File: src/rtl/prefix_seq_xix_pkg.sv
// Shared constants, state encoding and control-strobe bundle for the
// DD/FD prefix sequencer.
package prefix_seq_xix_pkg;

  localparam logic [7:0] PREFIX_DD = 8'hDD;
  localparam logic [7:0] PREFIX_FD = 8'hFD;
  localparam int         XPT_W     = 5;

  typedef enum logic [1:0] {
    S_IDLE = 2'd0,
    S_PFX  = 2'd1,
    S_EXEC = 2'd2
  } state_e;

  // Per-cycle control strobes produced by the FSM output logic.
  typedef struct packed {
    logic take_pfx;   // prefix byte accepted (IDLE or PFX)
    logic latch_src;  // opcode accepted in PFX
    logic pass;       // non-prefix byte accepted in IDLE
    logic end_instr;  // decoder end/clear request honoured in EXEC
    logic xpt_clr;
    logic xpt_en;
  } ctl_t;

  function automatic logic is_prefix(input logic [7:0] b);
    return (b == PREFIX_DD) || (b == PREFIX_FD);
  endfunction

endpackage

File: src/rtl/prefix_seq_xix_xpt_counter.sv
// Saturating T-step counter with clear, enable and a sticky overflow flag.
// The complement output is registered alongside so it never glitches.
module xpt_counter
  import prefix_seq_xix_pkg::*;
#(
  parameter int W = XPT_W
) (
  input  logic         clock,
  input  logic         not_reset,
  input  logic         clr,
  input  logic         en,
  input  logic         ovf_clr,
  output logic [W-1:0] cnt,
  output logic [W-1:0] ncnt,
  output logic         ovf
);

  logic [W-1:0] inc;
  logic         at_max;

  assign inc    = cnt + 1'b1;
  assign at_max = (cnt == {W{1'b1}});

  // Count register: clear wins over enable; hold at all-ones.
  always_ff @(posedge clock or negedge not_reset) begin
    if (!not_reset) begin
      cnt  <= '0;
      ncnt <= '1;
    end else if (clr) begin
      cnt  <= '0;
      ncnt <= '1;
    end else if (en && !at_max) begin
      cnt  <= inc;
      ncnt <= ~inc;
    end
  end

  // Sticky overflow: set on an enabled step at max, cleared only on request.
  always_ff @(posedge clock or negedge not_reset) begin
    if (!not_reset)                 ovf <= 1'b0;
    else if (ovf_clr)               ovf <= 1'b0;
    else if (en && !clr && at_max)  ovf <= 1'b1;
  end

endmodule

File: src/rtl/prefix_seq_xix.sv
// DD/FD prefix sequencer: tracks IX/IY prefix bytes, latches the following
// opcode and runs the XIX decoder T-step counter until the decoder ends the
// instruction. All outputs except op_ready come straight from flops.
module prefix_seq_xix
  import prefix_seq_xix_pkg::*;
(
  input  logic       clock,
  input  logic       not_reset,
  input  logic [7:0] op_byte,
  input  logic       op_valid,
  output logic       op_ready,
  input  logic       step_en,
  input  logic       PR_Reset_XPT,
  input  logic       P2_Reset_XIX,
  input  logic       P2_Reset_XIY,
  output logic       not_enable,
  output logic       is_Y,
  output logic [7:0] Source,
  output logic [7:0] notSource,
  output logic [4:0] XPT,
  output logic [4:0] notXPT,
  output logic       op_pass,
  output logic       xpt_overflow
);

  state_e     state, state_nxt;
  ctl_t       ctl;
  logic [1:0] rst_sync;
  logic       run;
  logic       acc;
  logic       pfx;
  logic       rst_req;

  assign run     = rst_sync[1];
  assign acc     = op_valid && op_ready;
  assign pfx     = is_prefix(op_byte);
  assign rst_req = PR_Reset_XPT || P2_Reset_XIX || P2_Reset_XIY;

  // Reset release synchroniser: assert is immediate, release takes two edges
  // before the block will accept its first byte.
  always_ff @(posedge clock or negedge not_reset) begin
    if (!not_reset) rst_sync <= 2'b00;
    else            rst_sync <= {rst_sync[0], 1'b1};
  end

  // State register.
  always_ff @(posedge clock or negedge not_reset) begin
    if (!not_reset) state <= S_IDLE;
    else            state <= state_nxt;
  end

  // Next-state logic; decoder requests only matter in EXEC.
  always_comb begin
    state_nxt = state;
    case (state)
      S_IDLE:  if (acc && pfx)  state_nxt = S_PFX;
      S_PFX:   if (acc && !pfx) state_nxt = S_EXEC;
      S_EXEC:  if (rst_req)     state_nxt = S_IDLE;
      default:                  state_nxt = S_IDLE;
    endcase
  end

  // Output/strobe logic. op_ready depends on registers only.
  always_comb begin
    op_ready      = run && (state != S_EXEC);
    ctl           = '0;
    ctl.take_pfx  = acc && pfx;
    ctl.latch_src = acc && !pfx && (state == S_PFX);
    ctl.pass      = acc && !pfx && (state == S_IDLE);
    ctl.end_instr = (state == S_EXEC) && rst_req;
    ctl.xpt_clr   = ctl.latch_src || ctl.end_instr;
    ctl.xpt_en    = (state == S_EXEC) && step_en && !rst_req;
  end

  // Registered outputs: prefix select, opcode latch, pass pulse, enable.
  always_ff @(posedge clock or negedge not_reset) begin
    if (!not_reset) begin
      is_Y       <= 1'b0;
      Source     <= 8'h00;
      notSource  <= 8'hFF;
      op_pass    <= 1'b0;
      not_enable <= 1'b1;
    end else begin
      if (ctl.end_instr)     is_Y <= 1'b0;
      else if (ctl.take_pfx) is_Y <= (op_byte == PREFIX_FD);
      if (ctl.latch_src) begin
        Source    <= op_byte;
        notSource <= ~op_byte;
      end
      op_pass    <= ctl.pass;
      not_enable <= (state_nxt != S_EXEC);
    end
  end

  xpt_counter #(.W(XPT_W)) u_xpt (
    .clock     (clock),
    .not_reset (not_reset),
    .clr       (ctl.xpt_clr),
    .en        (ctl.xpt_en),
    .ovf_clr   (ctl.end_instr),
    .cnt       (XPT),
    .ncnt      (notXPT),
    .ovf       (xpt_overflow)
  );

endmodule

File: config.mk
export PLATFORM = sky130hd
export DESIGN_NAME = prefix_seq_xix
export DESIGN_NICKNAME = d
export VERILOG_FILES = /design/src/rtl/prefix_seq_xix_pkg.sv /design/src/rtl/prefix_seq_xix_xpt_counter.sv /design/src/rtl/prefix_seq_xix.sv
export SDC_FILE = /design/constraint.sdc
export NUM_CORES = 1
export LEC_CHECK = 0
export ABC_CLOCK_PERIOD_IN_PS = 1800
export CAP_MARGIN = 20
export CORE_UTILIZATION = 40
export DETAILED_ROUTE_END_ITERATION = 12
export PLACE_DENSITY = 0.71
export SLEW_MARGIN = 10
export SYNTH_ARGS = -nofsm -noshare
export SYNTH_HDL_FRONTEND = slang
export SYNTH_SLANG_ARGS = --single-unit
export TNS_END_PERCENT = 30
File: constraint.sdc
create_clock -name clock -period 1.8 [get_ports clock]
set_clock_uncertainty 0.15 [all_clocks]
set_input_delay 0.54 -clock clock [delete_from_list [all_inputs] [get_ports clock]]
set_output_delay 0.54 -clock clock [all_outputs]
set_load 0.005 [all_outputs]
==> results.sh, run 1 <==
export IMPL_ir_worst_vdd_mv=0.445
export IMPL_layout_cells_non_filler=237
export IMPL_row_count=21
export IMPL_dieArea_mm2=0.00378
export IMPL_achievable_frequency_mhz=552
export IMPL_ctsLongestPathBuffers=2
export IMPL_count_of_buffer_and_inverter_cells_on_the_critical_path=1
export IMPL_worstPathArrival_ns=1.12
export IMPL_routabilityCongestion=0.776
export IMPL_grt_setup_unrepaired="yes"
export IMPL_worst_hold_path_num_cells=0
export IMPL_core_footprint_mm2=0.00336
export IMPL_fin_tns_setup_ns=-0.0271
export IMPL_combinational_family_with_the_most_area_after_synthesis="compound AO/OA/AOI/OAI gates"
export IMPL_worst_ep_required_time_ns=1.11
export IMPL_cts_root_buf="sky130_fd_sc_hd__clkbuf_4"
export IMPL_fin_crit_ns=1.81
export IMPL_post_route_cell_area_mm2=0.00217
export IMPL_top_level_pins=46
export IMPL_place_inst=225
export IMPL_antenna_violations_before_repair=0
export IMPL_crit_path_max_incr_delay_ns=0.40
export IMPL_h_tree_depth=2
export IMPL_yosys_area_share_adder_pct=1.77
export IMPL_final_antenna_net_count=0
export IMPL_final_seq_area_um2=868
export IMPL_crit_start="state[0]$_DFF_PN0_"
export IMPL_routed_via_density=4.89
export IMPL_detail_route_iter0_violations=38
export IMPL_num_antenna_cells=0
export IMPL_critical_path_startpoint_type="flip-flop"
export IMPL_total_cts_buffers=5
export IMPL_globalRoute_totalOverflow=0
export IMPL_cts_hold_buffers=0
export IMPL_pin_count_of_the_biggest_net_entering_global_routing=35
export IMPL_slowest_stage="sky130_fd_sc_hd__dfrtp_1"
export IMPL_design_power_total_w=0.00141
export IMPL_dpl_cell_area_mm2=0.00208
export IMPL_wire_length_of_the_first_global_routing_pass_mm=4.86
export IMPL_cp_num_cells=3
export IMPL_via_count_of_the_first_global_routing_pass=1137
export IMPL_tcrit_tclk_final_pct=101
export IMPL_synthArstFlopShare_pct=100
export IMPL_synth_lib_cells_used_distinct=40
export IMPL_post_route_cells_drive_above_1_share_pct=46.6
export IMPL_die_h_um=61.5
export IMPL_final_setup_worst_slack_ns=-0.0102
export IMPL_hpwl_mm=2.32
export IMPL_worst_min_path_class="reg -> reg"
export IMPL_timing_critical_path_to_type="output pin"
export IMPL_synthMuxAreaShare_pct=7.51
export IMPL_drv_cap=0
export IMPL_hold_viol=0
export IMPL_cts_sink_count=34
export IMPL_buffer_ports_inserted=45
export IMPL_initial_utilization_pct=42.1
export IMPL_syn_avg_cell_area_um2=12.3
export IMPL_netlist_area_before_placement_mm2=0.00142
export IMPL_die_width_um=61.5
export IMPL_detail_route_drc_violations=0
export IMPL_mappedNetlistNets=132
export IMPL_timing_setup_critical_path_class="reg -> out"
export IMPL_clk_transition_reported_paths_ns=0.10
export IMPL_synth_edf_count=0
export IMPL_worst_r2r_cell_count=7
export IMPL_final_core_utilization_pct=64.5
export IMPL_clock_latency_on_the_worst_skew_pair_ns=0.34
export IMPL_drt_pass1_iter_count=4
export IMPL_synth_compound_area_share_pct=13.1
export IMPL_tritoncts="done"
export IMPL_final_common_cell="sky130_fd_sc_hd__buf_4"
export IMPL_power_static_leakage_nw=1.09
export IMPL_rr_startpoint="u_xpt.cnt[1]$_DFFE_PN0P_"
export IMPL_worstPathCellList="nand2b_4 > and2_4 > clkbuf_2"
export IMPL_holdCritStartpoint="rst_sync[0]$_DFF_PN0_"
export IMPL_mostFrequentLayoutCells="sky130_fd_sc_hd__buf_4 (21), sky130_fd_sc_hd__dfrtp_1 (20), sky130_fd_sc_hd__dlygate4sd2_1 (14), sky130_fd_sc_hd__dfstp_2 (14), sky130_fd_sc_hd__clkbuf_2 (14)"
export IMPL_ys_seq_elements=34
export IMPL_nets=207
export IMPL_track_usage_pct=18.2
export IMPL_path_max_fanout=2
export IMPL_synth_simple_area_share_pct=12.9
export IMPL_setup_violations=3
export IMPL_multi_input_comb_area_um2=583
export IMPL_run_status="finished with violations"
export IMPL_wirelength_mm=3.29
export IMPL_synth_xor_area_share_pct=0.618
export IMPL_netlist_instances=115
export IMPL_slew_violations=0
export IMPL_fillerInstances=302
export IMPL_synth_seq_area_share_pct=61.3
export IMPL_category_of_cells_accounting_for_the_largest_share_of_critical_path_delay="flip-flops"
export IMPL_wl_per_cell_um=13.9
export IMPL_power_density_over_the_cells_mw_per_mm2=652
export IMPL_synth_ff_type="sky130_fd_sc_hd__dfrtp_1"
export IMPL_areaGrowthSynthToFinish_pct=53.2
export IMPL_violations="setup timing"
export IMPL_synthesis_yosys_warnings=0
export IMPL_vias=1159
-- per-layer routing --
layer	track usage (%)	up-vias	share of wire [%]
li1	-	558	-
met1	20.6	551	43
met5	0	-	0
met4	6.67	0	1.8
met3	7.14	7	6.4
met2	31.2	43	49
-- registers in the layout (all words and copies together), names as in the netlist, 2 cells and up --
signal and cells:
state 2, Source 8, rst_sync 2, u_xpt.ncnt 5
notSource 8, u_xpt.cnt 5
-- cell usage after synthesis (2+ instances only) --
library cell,instances,area share (%)
sky130_fd_sc_hd__a22o_1,2,1.2
sky130_fd_sc_hd__nand3_1,3,1.1
sky130_fd_sc_hd__a21oi_1,4,1.4
sky130_fd_sc_hd__mux2_4,2,2.1
sky130_fd_sc_hd__dfstp_2,14,26
sky130_fd_sc_hd__a2bb2oi_1,3,1.9
sky130_fd_sc_hd__o21ai_0,11,3.9
sky130_fd_sc_hd__buf_2,2,0.71
sky130_fd_sc_hd__mux2i_1,2,1.4
sky130_fd_sc_hd__dfrtp_1,20,35
sky130_fd_sc_hd__nor3_1,2,0.71
sky130_fd_sc_hd__ha_1,2,1.8
sky130_fd_sc_hd__mux2_2,5,4.0
sky130_fd_sc_hd__nor2_1,3,0.79
sky130_fd_sc_hd__inv_1,3,0.79
sky130_fd_sc_hd__nand2_1,13,3.4
-- worst paths after layout --
path | end | slack (ns)
max reg2reg | u_xpt.cnt[4]$_DFFE_PN0P_ | -0.01
min in group asynchronous | Source[1]$_DFFE_PN0P_ | 0.41
min | rst_sync[1]$_DFF_PN0_ | 0.21
min reg2reg | rst_sync[1]$_DFF_PN0_ | 0.21
max in group asynchronous | not_enable$_DFF_PN1_ | 0.83
max | op_ready | -0.01
-- cell families (layout without fill, tap and decap cells) --
| group | Yosys count | count (layout) |
|---|---|---|
| compound gates | 27 | 27 |
| xor+xnor | 1 | 1 |
| fa+ha+maj | 2 | 2 |
| buf+inv | 7 | 83 |
| flops | 34 | 34 |
| mux | 9 | 9 |
| other cells | 1 | 1 |
| simple gates | 34 | 34 |
-- per-stage QoR --
stage / worst slack [ns] / hold slack [ns]
after floorplan: 0.00946 / 0.0944
after detailed placement: -0.408 / 0.190
after CTS: -0.238 / 0.212
after global routing: -0.0851 / 0.228
final: -0.0102 / 0.208
after global placement: -0.375 / 0.182
-- report_power, final --
part	internal [W]	switching (W)	leakage, nW
clock	0.000189	0.000252	0.0353
combinational	0.0000876	0.0000649	0.640
sequential	0.000804	0.0000164	0.418
-- layout make-up --
cell class,instances,share of cell area (%)
sequential,34,40.0
multi-input combinational,74,26.9
timing repair buffer,71,26.9
tap,46,2.65
clock buffer,7,2.54
inverter,4,0.807
clock inverter,1,0.231
-- what timing repair did --
item                       in CTS  in global routing
setup endpoints to repair      46                 38
pin swaps                       1                  4
gates resized for setup        53                 41
buffers inserted                0                  4
Power figures use the tool's default switching activity.
==> inputs of run 2 (changes only) <==
Settings changed: CORE_UTILIZATION 40 to 42, CTS_BUF_LIST from default to sky130_fd_sc_hd__clkbuf_2, PLACE_DENSITY 0.71 to 0.74, SKIP_CTS_REPAIR_TIMING from default to 1.
==> run 2 against run 1 <==
  * The run still ends with setup timing left
  * Hold slack improved by 0.0082 ns
  * Critical path type unchanged
  * Critical path depth did not move
  * First-iteration DRC count is 47% lower
  * Setup slack worse by 0.069 ns
  * Highest routed layer unchanged
  * Critical endpoint unchanged
  * Core utilization increased by 7.4 points
==> results.sh, run 2 (same netlist as run 1, synthesis figures left out) <==
export IMPL_worstPathArrival_ns=1.19
export IMPL_buffer_ports_inserted=45
export IMPL_nets=207
export IMPL_track_usage_pct=20.2
export IMPL_cp_num_cells=3
export IMPL_worst_ep_required_time_ns=1.11
export IMPL_die_h_um=60.1
export IMPL_worst_min_path_class="reg -> reg"
export IMPL_core_footprint_mm2=0.00313
export IMPL_vias=1180
export IMPL_timing_critical_path_to_type="output pin"
export IMPL_worst_r2r_cell_count=7
export IMPL_pin_count_of_the_biggest_net_entering_global_routing=35
export IMPL_antenna_violations_before_repair=0
export IMPL_rr_startpoint="u_xpt.cnt[1]$_DFFE_PN0P_"
export IMPL_ctsLongestPathBuffers=2
export IMPL_num_antenna_cells=0
export IMPL_crit_path_max_incr_delay_ns=0.43
export IMPL_routed_via_density=5.02
export IMPL_run_status="finished with violations"
export IMPL_path_max_fanout=2
export IMPL_fin_crit_ns=1.88
export IMPL_setup_violations=2
export IMPL_crit_reg2reg_capture="u_xpt.cnt[4]$_DFFE_PN0P_"
export IMPL_h_tree_depth=2
export IMPL_row_count=20
export IMPL_final_antenna_net_count=0
export IMPL_ff2ff_setup_slack_ns=-0.01
export IMPL_count_of_buffer_and_inverter_cells_on_the_critical_path=1
export IMPL_dieArea_mm2=0.00361
export IMPL_wirelength_mm=3.37
export IMPL_tritoncts="done"
export IMPL_achievable_frequency_mhz=532
export IMPL_detailedPlace_worstSlack_ns=-0.394
export IMPL_die_width_um=60.1
export IMPL_violations="setup timing"
export IMPL_worstPathCellList="nand2b_4 > and2_1 > clkbuf_2"
export IMPL_clk_transition_reported_paths_ns=0.15
export IMPL_mostFrequentLayoutCells="sky130_fd_sc_hd__dlymetal6s2s_1 (26), sky130_fd_sc_hd__buf_4 (22), sky130_fd_sc_hd__dfrtp_1 (19)"
export IMPL_top_regs="Source x8, notSource x8"
export IMPL_wire_length_of_the_first_global_routing_pass_mm=5.28
export IMPL_power_static_leakage_nw=1.36
export IMPL_category_of_cells_accounting_for_the_largest_share_of_critical_path_delay="flip-flops"
export IMPL_clock_latency_on_the_worst_skew_pair_ns=0.38
export IMPL_slowest_stage="sky130_fd_sc_hd__dfrtp_1"
export IMPL_routabilityCongestion=0.785
export IMPL_areaGrowthSynthToFinish_pct=58.8
export IMPL_slew_violations=0
export IMPL_detail_route_iter0_violations=20
export IMPL_top_level_pins=46
export IMPL_post_route_cells_drive_above_1_share_pct=38.2
export IMPL_dpl_cell_area_mm2=0.00209
export IMPL_drv_cap=0
export IMPL_hold_viol=0
export IMPL_tcrit_tclk_final_pct=104
export IMPL_final_setup_worst_slack_ns=-0.0790
export IMPL_critical_path_startpoint_type="flip-flop"
export IMPL_globalRoute_totalOverflow=0
export IMPL_total_cts_buffers=5
export IMPL_drt_pass1_iter_count=4
export IMPL_wl_per_cell_um=14.3
export IMPL_hold_worst_slack_ns=0.216
export IMPL_detail_route_drc_violations=0
export IMPL_initial_utilization_pct=45.3
export IMPL_power_density_over_the_cells_mw_per_mm2=585
export IMPL_grt_setup_unrepaired="yes"
export IMPL_cts_sink_count=34
export IMPL_post_route_cell_area_mm2=0.00225
export IMPL_timing_setup_critical_path_class="reg -> out"
export IMPL_hpwl_mm=2.34
export IMPL_crit_end="op_ready"
export IMPL_ir_worst_vdd_mv=0.458
export IMPL_crit_start="state[0]$_DFF_PN0_"
export IMPL_via_count_of_the_first_global_routing_pass=1240
export IMPL_cts_root_buf="sky130_fd_sc_hd__clkbuf_2"
export IMPL_final_common_cell="sky130_fd_sc_hd__dlymetal6s2s_1"
==> run 2: changes by cell type in the layout (fill, tap and decap cells not counted), sizes merged <==
cell           change
clkdlybuf4s15      -3
buf                -2
clkinv             +2
dlygate4sd2       -14
clkbuf            -11
clkdlybuf4s50      +5
dlymetal6s2s      +23
==> run 2: layout make-up <==
cell class                 instances  area, um^2
fill                             233         878
sequential                        34         870
timing repair buffer              71         709
multi-input combinational         74         564
tap                               44        55.1
clock buffer                       5        25.0
inverter                           4        15.0
clock inverter                     3        11.3
==> run 2: worst min path at each step <==
stage                                      from                    end  slack (ns)  cells after the start
after floorplan                       not_reset  Source[0]$_DFFE_PN0P_        0.09                      0
after global placement    rst_sync[0]$_DFF_PN0_  rst_sync[1]$_DFF_PN0_        0.18                      0
after detailed placement  rst_sync[0]$_DFF_PN0_  rst_sync[1]$_DFF_PN0_        0.19                      0
after CTS                 rst_sync[0]$_DFF_PN0_  rst_sync[1]$_DFF_PN0_        0.22                      0
after global routing      rst_sync[0]$_DFF_PN0_  rst_sync[1]$_DFF_PN0_        0.23                      0
final                     rst_sync[0]$_DFF_PN0_  rst_sync[1]$_DFF_PN0_        0.22                      0
==> run 2: metrics by stage <==
step	cells	setup TNS (ns)	utilization (%)	total power, W
2_1_floorplan	115	0	-	0.000868
3_3_place_gp	225	-8.95	66.9	0.00100
3_5_place_dp	225	-9.69	66.9	0.00101
4_1_cts	233	-9.49	68.1	0.00134
5_1_grt	235	-0.325	71.9	0.00137
6_report	235	-0.0867	71.9	0.00132
==> run 2: power by group <==
part | total (W) | switching (W) | internal [W] | leakage (nW)
Combinational | 0.000167 | 0.0000650 | 0.000102 | 0.915
Clock | 0.000329 | 0.000246 | 0.0000828 | 0.0255
Sequential | 0.000821 | 0.0000163 | 0.000805 | 0.416
Total | 0.00132 | 0.000327 | 0.000989 | 1.36
==> run 2: layer usage <==
metal | global-route usage, % | up-vias | part of all wire (%)
met2 | 35.6 | 42 | 50
met1 | 23.2 | 578 | 42
met5 | 0 | - | 0
met4 | 5.98 | 0 | 1.1
li1 | - | 555 | -
met3 | 6.71 | 5 | 6.7
